$ cat config.mk
export PLATFORM = sky130hd
export DESIGN_NAME = uart_tx_fifo
export DESIGN_NICKNAME = d
export VERILOG_FILES = /design/src/rtl/uart_tx_fifo.sv
export SDC_FILE = /design/constraint.sdc
export NUM_CORES = 1
export LEC_CHECK = 0
export ABC_CLOCK_PERIOD_IN_PS = 3100
export CORE_ASPECT_RATIO = 0.5
export CORE_UTILIZATION = 50
export DETAILED_ROUTE_END_ITERATION = 8
export HOLD_SLACK_MARGIN = 0.06
export PLACE_DENSITY = 0.7
export SLEW_MARGIN = 10
export SYNTH_ARGS = -nofsm -noshare
export SYNTH_HDL_FRONTEND = slang
export SYNTH_SLANG_ARGS = --single-unit
$ cat constraint.sdc
create_clock -name clk -period 3.1 [get_ports clk]
set_clock_uncertainty 0.2 [all_clocks]
set_input_delay 0.31 -clock clk [delete_from_list [all_inputs] [get_ports clk]]
set_output_delay 0.31 -clock clk [all_outputs]
set_load 0.02 [all_outputs]
$ cat src/rtl/uart_tx_fifo.sv
`default_nettype none
// ============================================================================
// Module      : uart_tx_fifo
// Description : Buffered UART transmitter with a valid/ready push FIFO,
//               runtime bit period, 1/2 stop bits, optional parity
//               (enabled by defining UART_TX_PARITY_EN).
// Revision    : 1.0 - initial release
// ============================================================================
module uart_tx_fifo #(
  parameter int DATA_BITS  = 8,
  parameter int FIFO_DEPTH = 4,
  parameter int DIV_W      = 16
) (
  input  logic                             clk,
  input  logic                             rst,
  input  logic [DIV_W-1:0]                 baud_div,
  input  logic                             stop2,
`ifdef UART_TX_PARITY_EN
  input  logic                             parity_odd,
`endif
  input  logic [DATA_BITS-1:0]             s_data,
  input  logic                             s_valid,
  output logic                             s_ready,
  output logic                             tx,
  output logic                             busy,
  output logic                             frame_done,
  output logic [$clog2(FIFO_DEPTH+1)-1:0]  fifo_count
);

  localparam int c_AW = $clog2(FIFO_DEPTH);
  localparam int c_CW = $clog2(FIFO_DEPTH+1);
  localparam int c_BW = $clog2(DATA_BITS);
  localparam logic [c_BW-1:0] c_LAST_BIT = c_BW'(DATA_BITS-1);
  localparam logic [c_CW-1:0] c_FULL     = c_CW'(FIFO_DEPTH);

  typedef enum logic [2:0] {
    ST_IDLE   = 3'd0,
    ST_START  = 3'd1,
    ST_DATA   = 3'd2,
`ifdef UART_TX_PARITY_EN
    ST_PARITY = 3'd3,
`endif
    ST_STOP   = 3'd4
  } state_t;

  logic [DATA_BITS-1:0] r_mem [FIFO_DEPTH];
  logic [c_AW-1:0]      r_wr_ptr, r_rd_ptr;
  logic [c_CW-1:0]      r_count;
  state_t               r_state, w_state_next;
  logic [DATA_BITS-1:0] r_shift;
  logic [c_BW-1:0]      r_bit_idx;
  logic [DIV_W-1:0]     r_baud_cnt, r_div;
  logic                 r_stop2, r_stop_idx;
  logic                 r_tx, r_frame_done;
  logic                 w_push, w_pop, w_bit_end, w_tx_next, w_done_next;
  logic [DATA_BITS-1:0] w_head;
`ifdef UART_TX_PARITY_EN
  logic                 r_par_bit;
`endif

  assign s_ready    = (r_count != c_FULL);
  assign w_push     = s_valid && s_ready;
  assign w_head     = r_mem[r_rd_ptr];
  assign tx         = r_tx;
  assign busy       = (r_state != ST_IDLE);
  assign frame_done = r_frame_done;
  assign fifo_count = r_count;

  always_ff @(posedge clk) begin
    if (w_push) r_mem[r_wr_ptr] <= s_data;
  end

  always_ff @(posedge clk or posedge rst) begin
    if (rst) begin
      r_wr_ptr <= '0;
      r_rd_ptr <= '0;
      r_count  <= '0;
    end else begin
      if (w_push) r_wr_ptr <= r_wr_ptr + c_AW'(1);
      if (w_pop)  r_rd_ptr <= r_rd_ptr + c_AW'(1);
      case ({w_push, w_pop})
        2'b10:   r_count <= r_count + c_CW'(1);
        2'b01:   r_count <= r_count - c_CW'(1);
        default: r_count <= r_count;
      endcase
    end
  end

  // tx is registered alongside the state so each level lines up with its state
  always_comb begin
    w_state_next = r_state;
    w_pop        = 1'b0;
    w_tx_next    = r_tx;
    w_done_next  = 1'b0;
    w_bit_end    = (r_baud_cnt == r_div);
    case (r_state)
      ST_IDLE: begin
        w_tx_next = 1'b1;
        if (r_count != '0) begin
          w_pop        = 1'b1;
          w_state_next = ST_START;
          w_tx_next    = 1'b0;
        end
      end
      ST_START: begin
        if (w_bit_end) begin
          w_state_next = ST_DATA;
          w_tx_next    = r_shift[0];
        end
      end
      ST_DATA: begin
        if (w_bit_end) begin
          if (r_bit_idx == c_LAST_BIT) begin
`ifdef UART_TX_PARITY_EN
            w_state_next = ST_PARITY;
            w_tx_next    = r_par_bit;
`else
            w_state_next = ST_STOP;
            w_tx_next    = 1'b1;
`endif
          end else begin
            w_tx_next = r_shift[1];
          end
        end
      end
`ifdef UART_TX_PARITY_EN
      ST_PARITY: begin
        if (w_bit_end) begin
          w_state_next = ST_STOP;
          w_tx_next    = 1'b1;
        end
      end
`endif
      ST_STOP: begin
        if (w_bit_end && (r_stop_idx == r_stop2)) begin
          w_done_next = 1'b1;
          if (r_count != '0) begin
            w_pop        = 1'b1;
            w_state_next = ST_START;
            w_tx_next    = 1'b0;
          end else begin
            w_state_next = ST_IDLE;
            w_tx_next    = 1'b1;
          end
        end
      end
      default: begin
        w_state_next = ST_IDLE;
        w_tx_next    = 1'b1;
      end
    endcase
  end

  always_ff @(posedge clk or posedge rst) begin
    if (rst) begin
      r_state      <= ST_IDLE;
      r_tx         <= 1'b1;
      r_frame_done <= 1'b0;
      r_shift      <= '0;
      r_bit_idx    <= '0;
      r_baud_cnt   <= '0;
      r_div        <= '0;
      r_stop2      <= 1'b0;
      r_stop_idx   <= 1'b0;
`ifdef UART_TX_PARITY_EN
      r_par_bit    <= 1'b0;
`endif
    end else begin
      r_state      <= w_state_next;
      r_tx         <= w_tx_next;
      r_frame_done <= w_done_next;
      if (w_pop) begin
        // Frame settings are frozen here so mid-frame changes wait for the next frame
        r_shift    <= w_head;
        r_div      <= baud_div;
        r_stop2    <= stop2;
        r_baud_cnt <= '0;
        r_bit_idx  <= '0;
        r_stop_idx <= 1'b0;
`ifdef UART_TX_PARITY_EN
        r_par_bit  <= parity_odd ? ~^w_head : ^w_head;
`endif
      end else if (r_state != ST_IDLE) begin
        if (w_bit_end) begin
          r_baud_cnt <= '0;
          if (r_state == ST_DATA) begin
            r_shift   <= r_shift >> 1;
            r_bit_idx <= r_bit_idx + c_BW'(1);
          end
          if (r_state == ST_STOP) r_stop_idx <= 1'b1;
        end else begin
          r_baud_cnt <= r_baud_cnt + DIV_W'(1);
        end
      end
    end
  end

endmodule
`default_nettype wire

==> flow_summary.toml <==
[run_status]
status = "finished clean"

[cells_and_area]
area_growth_pct = 18.1
most-common-layout-cells = "56 x dfrtp_1, 34 x clkdlybuf4s50_1, 32 x edfxtp_1, 28 x nor2_1, 25 x xor2_1"
layout_commonest_cell = "dfrtp_1"
final_nets = 389
drive_gt1_share_pct = 16.0
diodes = 0

[worst_setup_path]
crit_fanout = 4
cp.depth = 11
startpoint_type = "flip-flop"
endpoint_kind = "flip-flop"
crit_type = "reg -> reg"
cp_slowest_cell = "dfrtp_1"
worstPathArrival_ns = 2.77
crit_family = "simple AND/OR/NAND/NOR gates"
crit_required_ns = 3.17
critPathBufInv = 2
cpMostUsedCell = "xor2_1"
rrSetupSlack_ns = 0.41
cpPeakStageDelay_ns = 0.42
worstPathCellList = "xor2_1, nor4_2, nand4_4, o21a_1, inv_1, ha_1, inv_1, fa_1, xor2_1, nor2_1, xor2_1"
reg2reg_depth = 11

[sta]
fin_crit_ns = 2.69
maxSlewViolCount = 0
relSlewSlack_pct = 50.7
fmax_mhz = 371
min_period_over_period_pct = 86.9
max_slew.worst_pin.slew_ns = 0.737
worst_slack_ns = 0.406
setup_tns_ns = 0
finalSetupViolCount = 0
hold_violations = 0
rsz0062_at_grt = "false"

[worst_hold_path]
hp-class = "in -> async"

[power_and_ir_drop]
p_comb_share_pct = 17.3
clockPowerShare_pct = 33.7
p_per_area_nw_per_um2 = 637
p_seq_share_pct = 49.0
power.switching_uw = 924
ir_worst_vdd_v = 0.000378
p_int_mw = 2.22
swShare_pct = 29.4
leakage_nw = 2.06

[detailed_routing]
routed_wl_um = 7840
drc = 0
drtAntennaViolNets = 0
dr.pass1.iters = 6
dr_total_vias = 2555
via_per_inst = 5.45
drt_iter0_markers = 226
wire_per_inst_um = 16.7

[die]
start_util_pct = 51.9
num_io_pins = 35
dieArea_um2 = 8760
die_y_um = 66.7
std_cell_rows = 23
die_x_um = 131
core_area_um2 = 8060

[placement]
hpwl_um = 5400
io_buffers = 34
gp_congestion = 0.811
post-place-ws_ns = 0.396

[clocking]
clock_sinks = 89
ctsResizeCount = 0
clk_pin_slew_worst_paths_ns = 0.07
cts.hold.buffers_added = 0
cts_max_path_buffers = 2
cts_setup_buffers = 0
cts_tree = "done"
cts_buffers = 9
clk_latency_ns = 0.34
clockRootBuffer = "clkbuf_16"
cts.htree.levels = 3

[synth]
syn_inst = 312
yosys_warnings = 0
syn_nets = 349
ys_types = 45
synthFlopType = "dfrtp_1"
async_flop_share_pct = 64.0
ys_seq_elements = 89
seq_area_frac_synth_pct = 57.1
synth_edf_count = 32
avgSynthCellArea_um2 = 13.4
netlist_area_um2 = 4180

[global_route]
antenna_found_initial = 0
grt_overflow = 0
grt_max_degree = 36
grt_pass1_vias = 2584
grt_usage_pct = 19.9
grt_pass1_wl_um = 13000

[job]
maxCapViolCount = 0
==> registers in the layout, indices dropped and copies added (netlist names) <==
signal / count
r_mem: 32
r_stop2: 1
r_state: 3
r_baud_cnt: 16
r_rd_ptr: 2
frame_done: 1
r_div: 16
r_wr_ptr: 2
fifo_count: 3
r_shift: 8
tx: 1
r_bit_idx: 3
r_stop_idx: 1
==> worst reg2reg max path, delay by kind of cell, from the launching register on <==
| family | cells | cell delay (ns) |
|---|---|---|
| fa+ha+maj | 2 | 0.54 |
| buf+inv | 2 | 0.12 |
| simple gates | 3 | 0.66 |
| flops | 1 | 0.42 |
| compound gates | 1 | 0.22 |
| xor+xnor | 3 | 0.47 |
==> synthesized netlist by cell type (2+ instances only) <==
| library cell | count | area, um^2 |
|---|---|---|
| dfrtp_1 | 56 | 1400 |
| edfxtp_1 | 32 | 961 |
| nor2_1 | 28 | 105 |
| xor2_1 | 25 | 219 |
| mux2_4 | 17 | 255 |
| inv_1 | 16 | 60.1 |
| nand2_1 | 13 | 48.8 |
| xnor2_1 | 13 | 114 |
| ha_1 | 8 | 100 |
| mux4_2 | 8 | 180 |
| o22ai_1 | 8 | 50.1 |
| a2bb2oi_1 | 7 | 61.3 |
| nand3_1 | 7 | 35.0 |
| and3_1 | 6 | 37.5 |
| o21ai_0 | 6 | 30.0 |
| clkbuf_1 | 5 | 18.8 |
| nand2b_1 | 5 | 31.3 |
| nand4_1 | 5 | 31.3 |
| nor3_1 | 5 | 25.0 |
| buf_2 | 4 | 20.0 |
| o211ai_1 | 4 | 30.0 |
| mux2i_1 | 3 | 30.0 |
| nor4_4 | 3 | 63.8 |
| a21oi_1 | 2 | 10.0 |
| and2_1 | 2 | 12.5 |
| and4_1 | 2 | 17.5 |
| buf_6 | 2 | 22.5 |
| o2bb2ai_1 | 2 | 17.5 |
| or3_1 | 2 | 12.5 |
==> per-stage QoR <==
stage	instances	area [um^2]	util (%)	power [mW]	hold WS (ns)
floorplan	312	4180	-	1.90	0.209
global placement	453	4650	57.7	2.08	0.270
detailed placement	453	4650	57.7	2.12	0.285
CTS	469	4940	61.3	3.17	0.227
global route	469	4940	61.3	3.30	0.289
finish	469	4940	61.3	3.15	0.198
==> final cells by class <==
| class | count | area, um^2 |
|---|---|---|
| clock buffers | 9 | 225 |
| clock inverters | 7 | 66.3 |
| fillers | 619 | 3120 |
| inverters | 17 | 63.8 |
| multi-input cells | 195 | 1670 |
| flip-flops and latches | 89 | 2390 |
| well taps | 112 | 140 |
| repair buffers | 40 | 385 |
==> path summary, 6_finish.rpt <==
kind | from | endpoint
worst max register to register | r_baud_cnt[9]$_DFFE_PP0P_ | fifo_count[2]$_DFFE_PP0P_
worst min register to register | r_bit_idx[0]$_DFFE_PP0P_ | r_bit_idx[0]$_DFFE_PP0P_
worst max-delay path | r_baud_cnt[9]$_DFFE_PP0P_ | fifo_count[2]$_DFFE_PP0P_
min in group clk | r_bit_idx[0]$_DFFE_PP0P_ | r_bit_idx[0]$_DFFE_PP0P_
max in group asynchronous | rst | r_wr_ptr[1]$_DFFE_PP0P_
worst min-delay path | rst | r_bit_idx[1]$_DFFE_PP0P_
==> power groups by stage <==
stage,registers (mW),logic (mW),clock network [mW]
after floorplan,1.54,0.360,0
after detailed placement,1.56,0.553,0
after global placement,1.54,0.533,0
final,1.54,0.543,1.06
after global routing,1.57,0.602,1.13
after CTS,1.54,0.555,1.07
==> kinds of logic (layout without fill, tap and decap cells) <==
| family | after synthesis | count (layout) | share of synthesized area, % |
|---|---|---|---|
| AO/OA/AOI/OAI | 37 | 37 | 6.46 |
| XOR/XNOR | 38 | 38 | 7.95 |
| adder cells (fa/ha/maj) | 9 | 9 | 2.87 |
| buffers and inverters | 28 | 73 | 2.99 |
| flip-flops | 89 | 89 | 57.1 |
| multiplexers | 29 | 29 | 11.4 |
| AND/OR/NAND/NOR | 82 | 82 | 11.2 |
==> layer usage <==
metal	global-route usage, %	wire length (um)
met1	24.3	3650
met2	34.1	3800
met3	5.40	294
met4	7.99	97
met5	0	0
(Power assumes the default switching activity.)
==> patch 1 (config.mk and constraints unchanged) <==
Add a define of `UART_TX_PARITY_EN`.
--- a/src/rtl/uart_tx_fifo.sv
+++ b/src/rtl/uart_tx_fifo.sv
@@ -8,2 +8,4 @@
 // ============================================================================
+`define UART_TX_PARITY_EN
+
 module uart_tx_fifo #(
Ports: changed (added parity_odd); port bits go from 35 to 36. No check against the original RTL was run, so the function may have changed too.
==> patch 1 against the unedited design <==
Combinational power increased by 17%; sequential cell count grew 1; worst setup slack worse by 0.22 ns; final area grew 1.5%; area after synthesis about the same; sequential share of layout area fell by 0.16 points; global-route usage up 0.90 points; wire length is 3.6% higher; power increased by 3.4%; largest cell class unchanged.
==> patch 1: results <==
final_layout:
  fill_cells: 655
  drive_above_1_share: 0.1376
  multi_input_area_um2: 1645
worst_setup_path:
  r2r_start: "r_baud_cnt[8]"
  rrSetupSlack_ns: 0.19
  slowest_stage: "dfrtp_2"
  max_stage_delay_ns: 0.45
  reg2reg_depth: 12
yosys:
  synth_commonest_cells: "dfrtp_1 (57), edfxtp_1 (32), xnor2_1 (29)"
  async_flop_share: 0.6444
  synth_xor_area_frac: 0.08966
  synth_compound_area_frac: 0.06336
  synth_nets: 367
global_route:
  gr-usage-met1: 0.2524
  grt_max_degree: 34
  grt_use_total: 0.2078
  grt_util_met2: 0.3538
detailed_routing:
  vias: 2663
  met1_length_um: 3644
placed_design:
  port_buffers: 35
  pre_cts_ws_ns: 0.1061
outcome:
  status: "completed"
power:
  p_sw_w: 0.0008981
  p_leak_nw: 1.992
timing:
  relSlewSlack: 0.5407
patch 1: cell types whose count changed after synthesis, moves of 6 or more:
cell	delta
mux2_4	-16
mux4_2	-6
xnor2_1	+16
xor2_1	-13
a2bb2oi_1	-7
mux4_1	+6
a21oi_1	+12
mux2_2	+9
o32ai_1	+6
mux2_1	+8
patch 1: cell type report:
class | instances | area share
Inverter | 22 | 0.01647
Multi-Input combinational cell | 204 | 0.3282
Timing Repair Buffer | 46 | 0.08635
Tap cell | 112 | 0.02795
Sequential cell | 90 | 0.4819
Clock buffer | 10 | 0.04567
Clock inverter | 6 | 0.01348
patch 1: worst min-delay path by stage:
stage	to	slack, ns	cells after the start
6_report	r_div[15]	0.19	2
5_1_grt	r_baud_cnt[5]	0.25	2
4_1_cts	r_par_bit	0.20	2
3_5_place_dp	r_bit_idx[0]	0.29	1
3_3_place_gp	r_bit_idx[0]	0.27	1
2_1_floorplan	r_mem[0][0]	0.21	0
==> patch 2 (same flow settings) <==
Made on the original files. Make the reset (`rst`) synchronous in 2 clocked blocks.
--- a/src/rtl/uart_tx_fifo.sv
+++ b/src/rtl/uart_tx_fifo.sv
@@ -72,3 +72,3 @@
 
-  always_ff @(posedge clk or posedge rst) begin
+  always_ff @(posedge clk) begin
     if (rst) begin
@@ -153,3 +153,3 @@
 
-  always_ff @(posedge clk or posedge rst) begin
+  always_ff @(posedge clk) begin
     if (rst) begin
Formal check against the unedited RTL: differs if rst is asserted again (counterexample within 4 cycles, from zero or initial values and one cycle with rst high); with rst held inactive, the same outputs for 10 cycles.
==> patch 2 against the unedited design <==
Wire length increased by 4.7%; final cell count increased by 16%; non-clock buffer count increased by 2; final area about the same; sequential cell count increased by 2; sequential share of layout area decreased by 5.0 points; first-iteration DRC count decreased by 30%; via count increased by 15%; die area increased by 0.73%; worst setup slack got worse by 0.20 ns; area after synthesis increased by 0.75%.
Power is not compared: it rests on default switching activity, and its combinational part moved more than twofold at a synthesized area within 25%.
==> patch 2: results <==
outcome:
  status: "completed"
yosys:
  synthMuxAreaShare: 0.09409
  synth_compound_area_frac: 0.1009
  async_flop_share: 0
  synth_xor_area_frac: 0.07480
  yosysUniqueCellTypes: 54
  synthTopCellsByArea: "dfxtp_1 (28%), edfxtp_1 (23%), xor2_1 (5.8%)"
  synth_edf_count: 32
  synth_top_area_frac: 0.2802
  synth_ff_type: "dfxtp_1"
  seq_area_frac_synth: 0.5082
  syn-mean-instance-area_um2: 10.73
  synth_commonest_cells: "dfxtp_1 (59), nand2_1 (45), nor2_1 (34)"
final_layout:
  drive_above_1_share: 0.1070
  reg_top3: "r_mem (32), r_baud_cnt (16), r_div (16)"
  final_cells: 542
  nNetsFinal: 462
cts:
  clockBufferDepth: 2
global_route:
  grt_util_met2: 0.3690
  grtUsageMet3: 0.06164
  grt_use_total: 0.2098
  grt_pass1_vias: 2923
worst_setup_path:
  max_stage_delay_ns: 0.40
  crit_fanout: 3
  cp.arrival_ns: 2.97
  slowest_stage: "nor4_2"
placed_design:
  dp_cells: 526
  pre_cts_ws_ns: 0.2163
  gp_congestion: 0.8484
min_path:
  hp-class: "reg -> reg"
detailed_routing:
  avgRoutedWirePerCell_um: 15.13
  vias_per_cell: 5.411
  drt-initial-drc-count: 159
  drt-pass1-iter-count: 4
[patch 2: changes by cell type after synthesis, sizes merged, moves of 6 or more]
cell | before | now
a211oi | 0 | 13
o21ai | 6 | 13
mux2i | 3 | 19
dfxtp | 0 | 59
nand2 | 13 | 45
a21oi | 2 | 19
a21o | 0 | 6
mux2 | 18 | 2
o22ai | 8 | 0
dfrtp | 56 | 0
a2bb2oi | 7 | 0
nor2 | 28 | 34
[patch 2: layout make-up]
type	count	area, µm²
clock buffers	9	225.2
clock inverters	7	67.56
fillers	657	3144
inverters	12	45.04
multi-input cells	269	1922
flip-flops and latches	91	2142
well taps	112	140.1
repair buffers	42	400.4
[patch 2: path summary, 6_finish.rpt]
kind / endpoint / slack, ns / cells after the start
worst max register to register: fifo_count[2] / 0.21 / 11
worst min-delay path: r_div[11] / 0.27 / 2
worst max-delay path: fifo_count[2] / 0.21 / 11
worst min register to register: r_div[11] / 0.27 / 2
[patch 2: power by group]
part,internal (W),switching (W),total [W]
combinational,0.000744,0.000995,0.00174
sequential,0.00148,0.000193,0.00167
clock,0.000620,0.000447,0.00107
[patch 2: critical path, delay by kind of cell (launching register included)]
kind / cells / cell delay [ns]
fa+ha+maj: 2 / 0.54
simple gates: 3 / 1.06
compound gates: 2 / 0.22
xor+xnor: 2 / 0.33
flops: 1 / 0.34
buf+inv: 2 / 0.14
[patch 2: layer usage]
layer  routed length, µm  share of wire  vias up
met4                 130          0.016        0
li1                    -              -     1462
met3                 453          0.055       12
met1                3670           0.45     1387
met5                   0              0        -
met2                3948           0.48       72
[patch 2: cells by family after synthesis]
family,Yosys count
DFF,91
adders and majority gates,9
xor gates and xnor gates,36
and+or+nand+nor,131
buffers and inverters,33
muxes,29
AOI/OAI and AO/OA,64
